## src/rtl/clk_en_scheduler.sv

```systemverilog
// Clock-enable scheduler: one-cycle tick every d cycles with fetch/data phase and run/halt/step.
// Define CLK_SCHED_TICKCNT_EN to add the free-running tick_cnt_o counter.
module clk_en_scheduler #(
    parameter int unsigned CNT_W     = 28,
    parameter int unsigned DIV_RESET = 2
) (
    input  logic             clk_i,
    input  logic             rst_i,
    input  logic             run_i,
    input  logic             step_i,
    input  logic             div_wr_i,
    input  logic [CNT_W-1:0] div_in_i,
    output logic             tick_o,
    output logic             phase_o,
    output logic             busy_o,
    output logic [CNT_W-1:0] div_cur_o
`ifdef CLK_SCHED_TICKCNT_EN
    ,
    output logic [31:0]      tick_cnt_o
`endif
);

    localparam logic [CNT_W-1:0] DivRst = CNT_W'(DIV_RESET);
    localparam logic [CNT_W-1:0] One    = CNT_W'(1);

    typedef enum logic [1:0] {
        IDLE = 2'd0,
        RUN  = 2'd1,
        STEP = 2'd2
    } state_e;

    state_e           state_q, state_d;
    logic [CNT_W-1:0] cnt_q, cnt_d;
    logic [CNT_W-1:0] div_q, div_d;
    logic [CNT_W-1:0] pend_q, pend_d;
    logic             pvld_q, pvld_d;
    logic             tick_q, tick_d;
    logic             phase_q, phase_d;
    logic [CNT_W-1:0] d_eff;
    logic             wrap;

    // A zero divisor behaves as one so the compare below always terminates.
    assign d_eff = (div_q == '0) ? One : div_q;
    assign wrap  = (state_q != IDLE) && (cnt_q == d_eff - One);

    always_comb begin
        state_d = state_q;
        cnt_d   = cnt_q;
        div_d   = div_q;
        pend_d  = pend_q;
        pvld_d  = pvld_q;
        tick_d  = 1'b0;
        phase_d = phase_q;
        unique case (state_q)
            IDLE: begin
                cnt_d  = '0;
                pvld_d = 1'b0;
                if (div_wr_i) begin
                    div_d = div_in_i;
                end
                if (run_i) begin
                    state_d = RUN;
                end else if (step_i) begin
                    state_d = STEP;
                end
            end
            RUN, STEP: begin
                if (wrap) begin
                    cnt_d   = '0;
                    tick_d  = 1'b1;
                    phase_d = ~phase_q;
                    pvld_d  = 1'b0;
                    // A write on the boundary edge beats an older pending one.
                    if (div_wr_i) begin
                        div_d = div_in_i;
                    end else if (pvld_q) begin
                        div_d = pend_q;
                    end
                    if (state_q == STEP || !run_i) begin
                        state_d = IDLE;
                    end
                end else begin
                    cnt_d = cnt_q + One;
                    if (div_wr_i) begin
                        pend_d = div_in_i;
                        pvld_d = 1'b1;
                    end
                end
            end
            default: begin
                state_d = IDLE;
                cnt_d   = '0;
            end
        endcase
    end

    always_ff @(posedge clk_i) begin
        if (rst_i) begin
            state_q <= IDLE;
            cnt_q   <= '0;
            div_q   <= DivRst;
            pend_q  <= '0;
            pvld_q  <= 1'b0;
            tick_q  <= 1'b0;
            phase_q <= 1'b0;
        end else begin
            state_q <= state_d;
            cnt_q   <= cnt_d;
            div_q   <= div_d;
            pend_q  <= pend_d;
            pvld_q  <= pvld_d;
            tick_q  <= tick_d;
            phase_q <= phase_d;
        end
    end

`ifdef CLK_SCHED_TICKCNT_EN
    logic [31:0] tick_cnt_q, tick_cnt_d;

    assign tick_cnt_d = wrap ? tick_cnt_q + 32'd1 : tick_cnt_q;

    always_ff @(posedge clk_i) begin
        if (rst_i) begin
            tick_cnt_q <= '0;
        end else begin
            tick_cnt_q <= tick_cnt_d;
        end
    end

    assign tick_cnt_o = tick_cnt_q;
`endif

    assign tick_o    = tick_q;
    assign phase_o   = phase_q;
    assign busy_o    = (state_q != IDLE);
    assign div_cur_o = div_q;

endmodule

```

## config.mk

```make
export PLATFORM = sky130hd
export DESIGN_NAME = clk_en_scheduler
export DESIGN_NICKNAME = d
export VERILOG_FILES = /design/src/rtl/clk_en_scheduler.sv
export SDC_FILE = /design/constraint.sdc
export NUM_CORES = 1
export LEC_CHECK = 0
export ABC_AREA = 1
export CAP_MARGIN = 0
export CORE_MARGIN = 2
export CORE_UTILIZATION = 51
export DETAILED_ROUTE_END_ITERATION = 16
export MAX_ROUTING_LAYER = met4
export PLACE_DENSITY = 0.79
export SETUP_SLACK_MARGIN = 0.02
export SLEW_MARGIN = 20
export SYNTH_ARGS = -nofsm -noshare
export SYNTH_HDL_FRONTEND = slang
export SYNTH_SLANG_ARGS = --single-unit
```

## constraint.sdc

```tcl
create_clock -name clk_i -period 3.05 [get_ports clk_i]
set_input_delay 0.915 -clock clk_i [delete_from_list [all_inputs] [get_ports clk_i]]
set_output_delay 0.915 -clock clk_i [all_outputs]
set_load 0.05 [all_outputs]
```

# After elaboration in Yosys (flattened, before gate mapping)
# Cells that the tools add are included.
[op_classes] n_addsub=2 mux=15 bitwise_logic=3 n_reduce_logical=15 eq_ne=9
[ops] op="two-way mux 28 bit" n=5
[ops] op="case mux 28 bit (2 select lines)" n=1
[ops] op="adder 28 x 1 -> 28 bit (second input constant)" n=1
[ops] op="== test 28 bit" n=1
[ops] op="zero test 28 bit" n=1
[ops] op="subtractor 28 x 1 -> 28 bit (second input constant)" n=1
[ops] op="!= test 3 bit (second input constant)" n=3
[ops] op="two-way mux 2 bit" n=4
[ops] op="!= test 2 bit (second input constant)" n=3
[ops] op="AND reduction 3 bit" n=2
[ops] op="case mux 2 bit (2 select lines)" n=1
[ops] op="AND reduction 2 bit" n=2
[ops] op="AND reduction 4 bit" n=1
[ops] op="nonzero test 2 bit" n=2
[ops] op="OR reduction 2 bit" n=2
[ops] op="two-way mux 1 bit" n=3
[ops] op="NOT 1 bit" n=3
[ops] op="OR reduction 3 bit" n=1
[ops] op="== test 2 x 1 -> 1 bit (second input constant)" n=1
[ops] op="== test 2 bit (second input constant)" n=1
[ops] op="zero test 2 bit" n=1
[ops] op="case mux 1 bit (2 select lines)" n=1
[ops] op="logical AND 1 bit" n=1
[ops] op="zero test 1 bit" n=1
[ops] op="logical OR 1 bit" n=1
[totals] ff_bits=89

# Logic depth before layout (Yosys ltp)
[logic_depth] word_depth=7 depth_mapped=25

# Least setup slack after synthesis
# OpenSTA, ideal clock, no wires.
[synth_timing] kind="reg-to-reg" startpoint="reg div_q[4], in the netlist div_cur_o[4]" endpoint="reg pend_q[18]" arrival_ps=3313 setup_time_ps=113 period_less_slack_ps=3426 path_slack_ps=-376 path_stages_with_launch=26 path_cell_list="dfxtp_1 > nor2_1 > nand2_1 > nor2_1 > nand2_2 > nor2_4 > nor2_4 > buf_6 > ha_1 > nand2_1 > nor2_4 > nand3_1 > nor2_1 > xor2_1 > nand2_1 > nand2_1 > nor3_1 > nand2_1 > nor2_2 > nand2_4 > nand3_2 > buf_4 > buf_4 > nand2_1 > nand2_1 > nor2_1"
[synth_between] elab_chain_len=7
[synth_rtl] item="from (decl)" line_no="34" rtl="logic [CNT_W-1:0] div_q, div_d;"
[synth_rtl] item="from (signal assigned)" line_no="101" rtl="div_q <= DivRst;"
[synth_rtl] item="from (signal assigned)" line_no="109" rtl="div_q <= div_d;"
[synth_rtl] item="zero test 28 bit" line_no="43" rtl="assign d_eff = (div_q == '0) ? One : div_q;"
[synth_rtl] item="two-way mux 28 bit *" line_no="43"
[synth_rtl] item="subtractor 28 x 1 -> 28 bit *" line_no="44" rtl="assign wrap = (state_q != IDLE) && (cnt_q == d_eff - One);"
[synth_rtl] item="== test 28 bit *" line_no="44"
[synth_rtl] item="logical AND 1 bit *" line_no="44"
[synth_rtl] item="NOT 1 bit (no line) *"
[synth_rtl] item="AND reduction 3 bit (no line) *"
[synth_rtl] item="to (signal assigned)" line_no="110" rtl="pend_q <= pend_d;"
[synth_rtl] item="to (decl)" line_no="35" rtl="logic [CNT_W-1:0] pend_q, pend_d;"
# Mark *: on every way between the ends. The rest lies on a longest branch, timed or not.
# A chain may end at the register's enable or synchronous reset.

# Final worst setup path
[layout_timing] startpoint="reg div_q[6], in the netlist div_cur_o[6]" endpoint="reg div_q[4], in the netlist div_cur_o[4]"
[layout_between] elab_chain_len=7
[layout_rtl] item="zero test 28 bit" line_no="43"
[layout_rtl] item="two-way mux 28 bit *" line_no="43"
[layout_rtl] item="subtractor 28 x 1 -> 28 bit *" line_no="44"
[layout_rtl] item="== test 28 bit *" line_no="44"
[layout_rtl] item="logical AND 1 bit *" line_no="44"
[layout_rtl] item="!= test 2 bit (no line) *"
[layout_rtl] item="AND reduction 4 bit (no line) *"
# Marked as above.

==> metrics <==
detailed-route via count 5692; Hold Path Class flip-flop to flip-flop; Port Buffer Count 63; combinational family with the most area after synthesis simple AND/OR/NAND/NOR gates; ant diodes 0; P_sw around 3800 uW; core area a little over 10000 sq um; Synth Area in Compound Gates 0.0540; GR peak layer met2; GR Util met2 0.424; CP endpoint kind flip-flop; H-Tree Depth 3; Inst Count DP between 1000 and 1500; crit-path cells nor2_4 > nand2_1 > nor2_1 > nand2_2 > nor2_4 > nor2_4 > ha_4 > nand2_4 > nor2_4 > buf_4 > nand2_1 > xor2_1 > o21ai_1 > nor2_1 > nand4_1 > nor2_4 > nand2_4 > nand2_4 > nand2_8 > clkbuf_16 > nor2_1 > nor2_1; initial antenna violation count 0; worst slew pin tran between 0.7 and 0.8 ns; leakage power 0.00322 uW; Max VDD drop around 800 uV; cell taking the most area after synthesis dfxtp_1; remaining antenna violation count 0; fin crit share 0.974; post-synthesis adder-cell area fraction 0.00923; top-area cell type share of the netlist area 0.329; largest net degree at the start of global routing 40; maximum clock rate roughly 0.34 GHz; first-pass GRT wire length roughly 24000 um; Worst path max stage delay 0.38 ns; Clock Power Share 0.126; post-layout min period 2.97 ns; num ports 64; switching share of power 0.496; Comb pwr share 0.637; register area share after synthesis 0.329; DRC viols 0; Via-to-Cell Ratio between 5 and 6; die area about 11000 sq um; clock buffer count from CTS 9; mux contribution to synthesized area 0; largest cells by area after synthesis dfxtp_1, nand2_1, nor2_1, inv_1, o21ai_0; Rows 37; met3 usage 0.0359; slowest CP cell dfxtp_4; xor/xnor share of the synthesized area 0.0501; wire per inst roughly 14 um; clock root buffer master clkbuf_8; Yosys reg bits 89; max-slew violations 0; Synth Area per Inst between 6 and 7 sq um; ratio of cells with drive above 1 in the final layout 0.152; Max transition margin 0.504; Yosys cell types 35; synth warn 0; DIE WIDTH 107 um; met1 Use GR 0.348; Iter 0 DRT Violations between 300 and 400; remaining global-route overflow 0; max_cap viols 0; status finished, final reports clean; unrepaired setup endpoints after global routing yes; mapped cell area between 5000 and 6000 sq um; Pint ~3800 uW; startpoint types flip-flop; Required @ worst endpoint roughly 3.3 ns; Worst-Skew Late Latency ~0.37 ns; clk sinks 89; cell mode on critical path nor2_4; Pre-antenna DRT Iters 7; worst-case clock skew roughly 0.013 ns; vias in the first global route between 5000 and 6000; fin area 7050 sq um; worst path arrival time approximately 3.2 ns; CTS tree done; Hold Violations, Final 0; CP top delay family simple AND/OR/NAND/NOR gates; overall routing resource usage 0.266; Setup-failing EPs final 0; final wirelength approximately 15000 um; HPWL after DPL between 10000 and 15000 um; Die Y 107 um; syn nets just over 900; area grow syn2layout 30.1%; clock transition at the registers of the reported paths approximately 0.10 ns; worst setup path class flip-flop to flip-flop; PD cells ~1100 nW/um^2; Layout Cells excl Fill between 1000 and 1500; WP buf/inv 2; Mapped Cells 891; Seq pwr share 0.238; Post-Synth Simple-Gate Area 0.448; Starting Density 0.525; Crit Path Max Fanout 5; Placed Instance Area 6470 sq um; routability congestion estimate approximately 1; Longest Clk Path Bufs 2; Nets approximately 1000
kinds of logic (layout without fill, tap and decap cells):
kind of cell	count (synthesis)	in the layout
flip-flops	89	89
XOR/XNOR	31	31
buffers and inverters	142	237
AO/OA/AOI/OAI	55	55
adder cells (fa/ha/maj)	4	4
AND/OR/NAND/NOR	570	571
sequential cells by signal, summed over array words and instances, names as in the netlist:
register   cells
cnt_q         28
div_cur_o     28
pend_q        28
phase_o        1
pvld_q         1
state_q        2
tick_o         1
synthesized netlist by cell type (all sizes together):
library cell and instances:
nand4 23, a22o 1, nand3 28, nor3 22, nor4 10, xor2 20, inv 112, or2 3
o32ai 1, xnor2 11, dfxtp 89, clkinv 2, o21bai 1, ha 4, nor2 207, nand3b 1
o221ai 1, o21ai 37, buf 18, a31oi 1, clkbuf 10, nand2 269, a21oi 12, a21boi 1
nor3b 7
per-stage QoR:
step	setup TNS, ns	utilization	hold WS (ns)	worst slack [ns]	total power (uW)
after floorplan	0	-	0.430	0.0206	4740
after global placement	0	0.627	0.450	0.0911	5910
after detailed placement	0	0.627	0.456	0.0552	5940
after CTS	0	0.649	0.473	0.0464	6930
after global routing	-1.88	0.683	0.488	-0.0831	8170
final	0	0.683	0.471	0.0801	7620
area by class of cell:
type,instances,area [sq um]
clock buffer,10,128
clock inverter,6,97.6
fill,880,3270
inverter,114,428
multi-input combinational,661,3250
sequential,89,1880
tap,136,170
timing repair buffer,107,1100
layout by cell type (no fill, tap or decap), types with 2 or more instances in the layout:
cell type / count
a21oi_1: 12
buf_12: 4
buf_4: 32
buf_6: 4
bufinv_16: 2
clkbuf_16: 4
clkbuf_8: 9
clkdlybuf4s50_1: 62
clkinv_1: 2
dfxtp_1: 61
dfxtp_4: 27
ha_1: 3
inv_1: 112
inv_6: 2
nand2_1: 254
nand2_2: 10
nand2_4: 5
nand3_1: 23
nand3_2: 4
nand4_1: 23
nor2_1: 175
nor2_2: 19
nor2_4: 13
nor3_1: 19
nor3_2: 2
nor3b_1: 5
nor3b_2: 2
nor4_1: 10
o21ai_0: 34
o21ai_1: 3
or2_2: 3
xnor2_1: 10
xor2_1: 20
power by group through the flow:
stage          Combinational (uW)  Clock (uW)  Sequential [uW]
2_1_floorplan                2490           0             2260
3_3_place_gp                 4110           0             1800
6_report                     4850         956             1810
4_1_cts                      4190         963             1780
5_1_grt                      5310        1020             1840
3_5_place_dp                 4140           0             1800
layer usage:
metal / up-vias / wire length (um)
met1: 2531 / 6740
met4: 0 / 365
met5: - / 0
met2: 194 / 7330
li1: 2933 / -
met3: 34 / 906
path summary, 6_finish.rpt:
kind / cells after the start / slack (ns) / from / endpoint
worst max-delay path: 22 / 0.08 / div_cur_o[6] / div_cur_o[4]
worst min-delay path: 2 / 0.47 / cnt_q[26] / cnt_q[26]
worst max register to register: 22 / 0.08 / div_cur_o[6] / div_cur_o[4]
worst min register to register: 2 / 0.47 / cnt_q[26] / cnt_q[26]
worst register-to-register path, stage by stage (launching register included):
cell and delay (ns):
dfxtp_4 0.38, nor2_4 0.13, nand2_1 0.08, nor2_1 0.14, nand2_2 0.09, nor2_4 0.15
nor2_4 0.06, ha_4 0.18, nand2_4 0.07, nor2_4 0.05, buf_4 0.13, nand2_1 0.08
xor2_1 0.17, o21ai_1 0.08, nor2_1 0.08, nand4_1 0.13, nor2_4 0.20, nand2_4 0.09
nand2_4 0.11, nand2_8 0.10, clkbuf_16 0.20, nor2_1 0.12, nor2_1 0.06
what timing repair did:
item	CTS	global route
setup endpoints to repair	2	90
gates cloned	0	7
hold buffers	0	0
resized for setup	1	48
pin swaps	1	23
setup buffers	0	6
(Power assumes the default switching activity.)
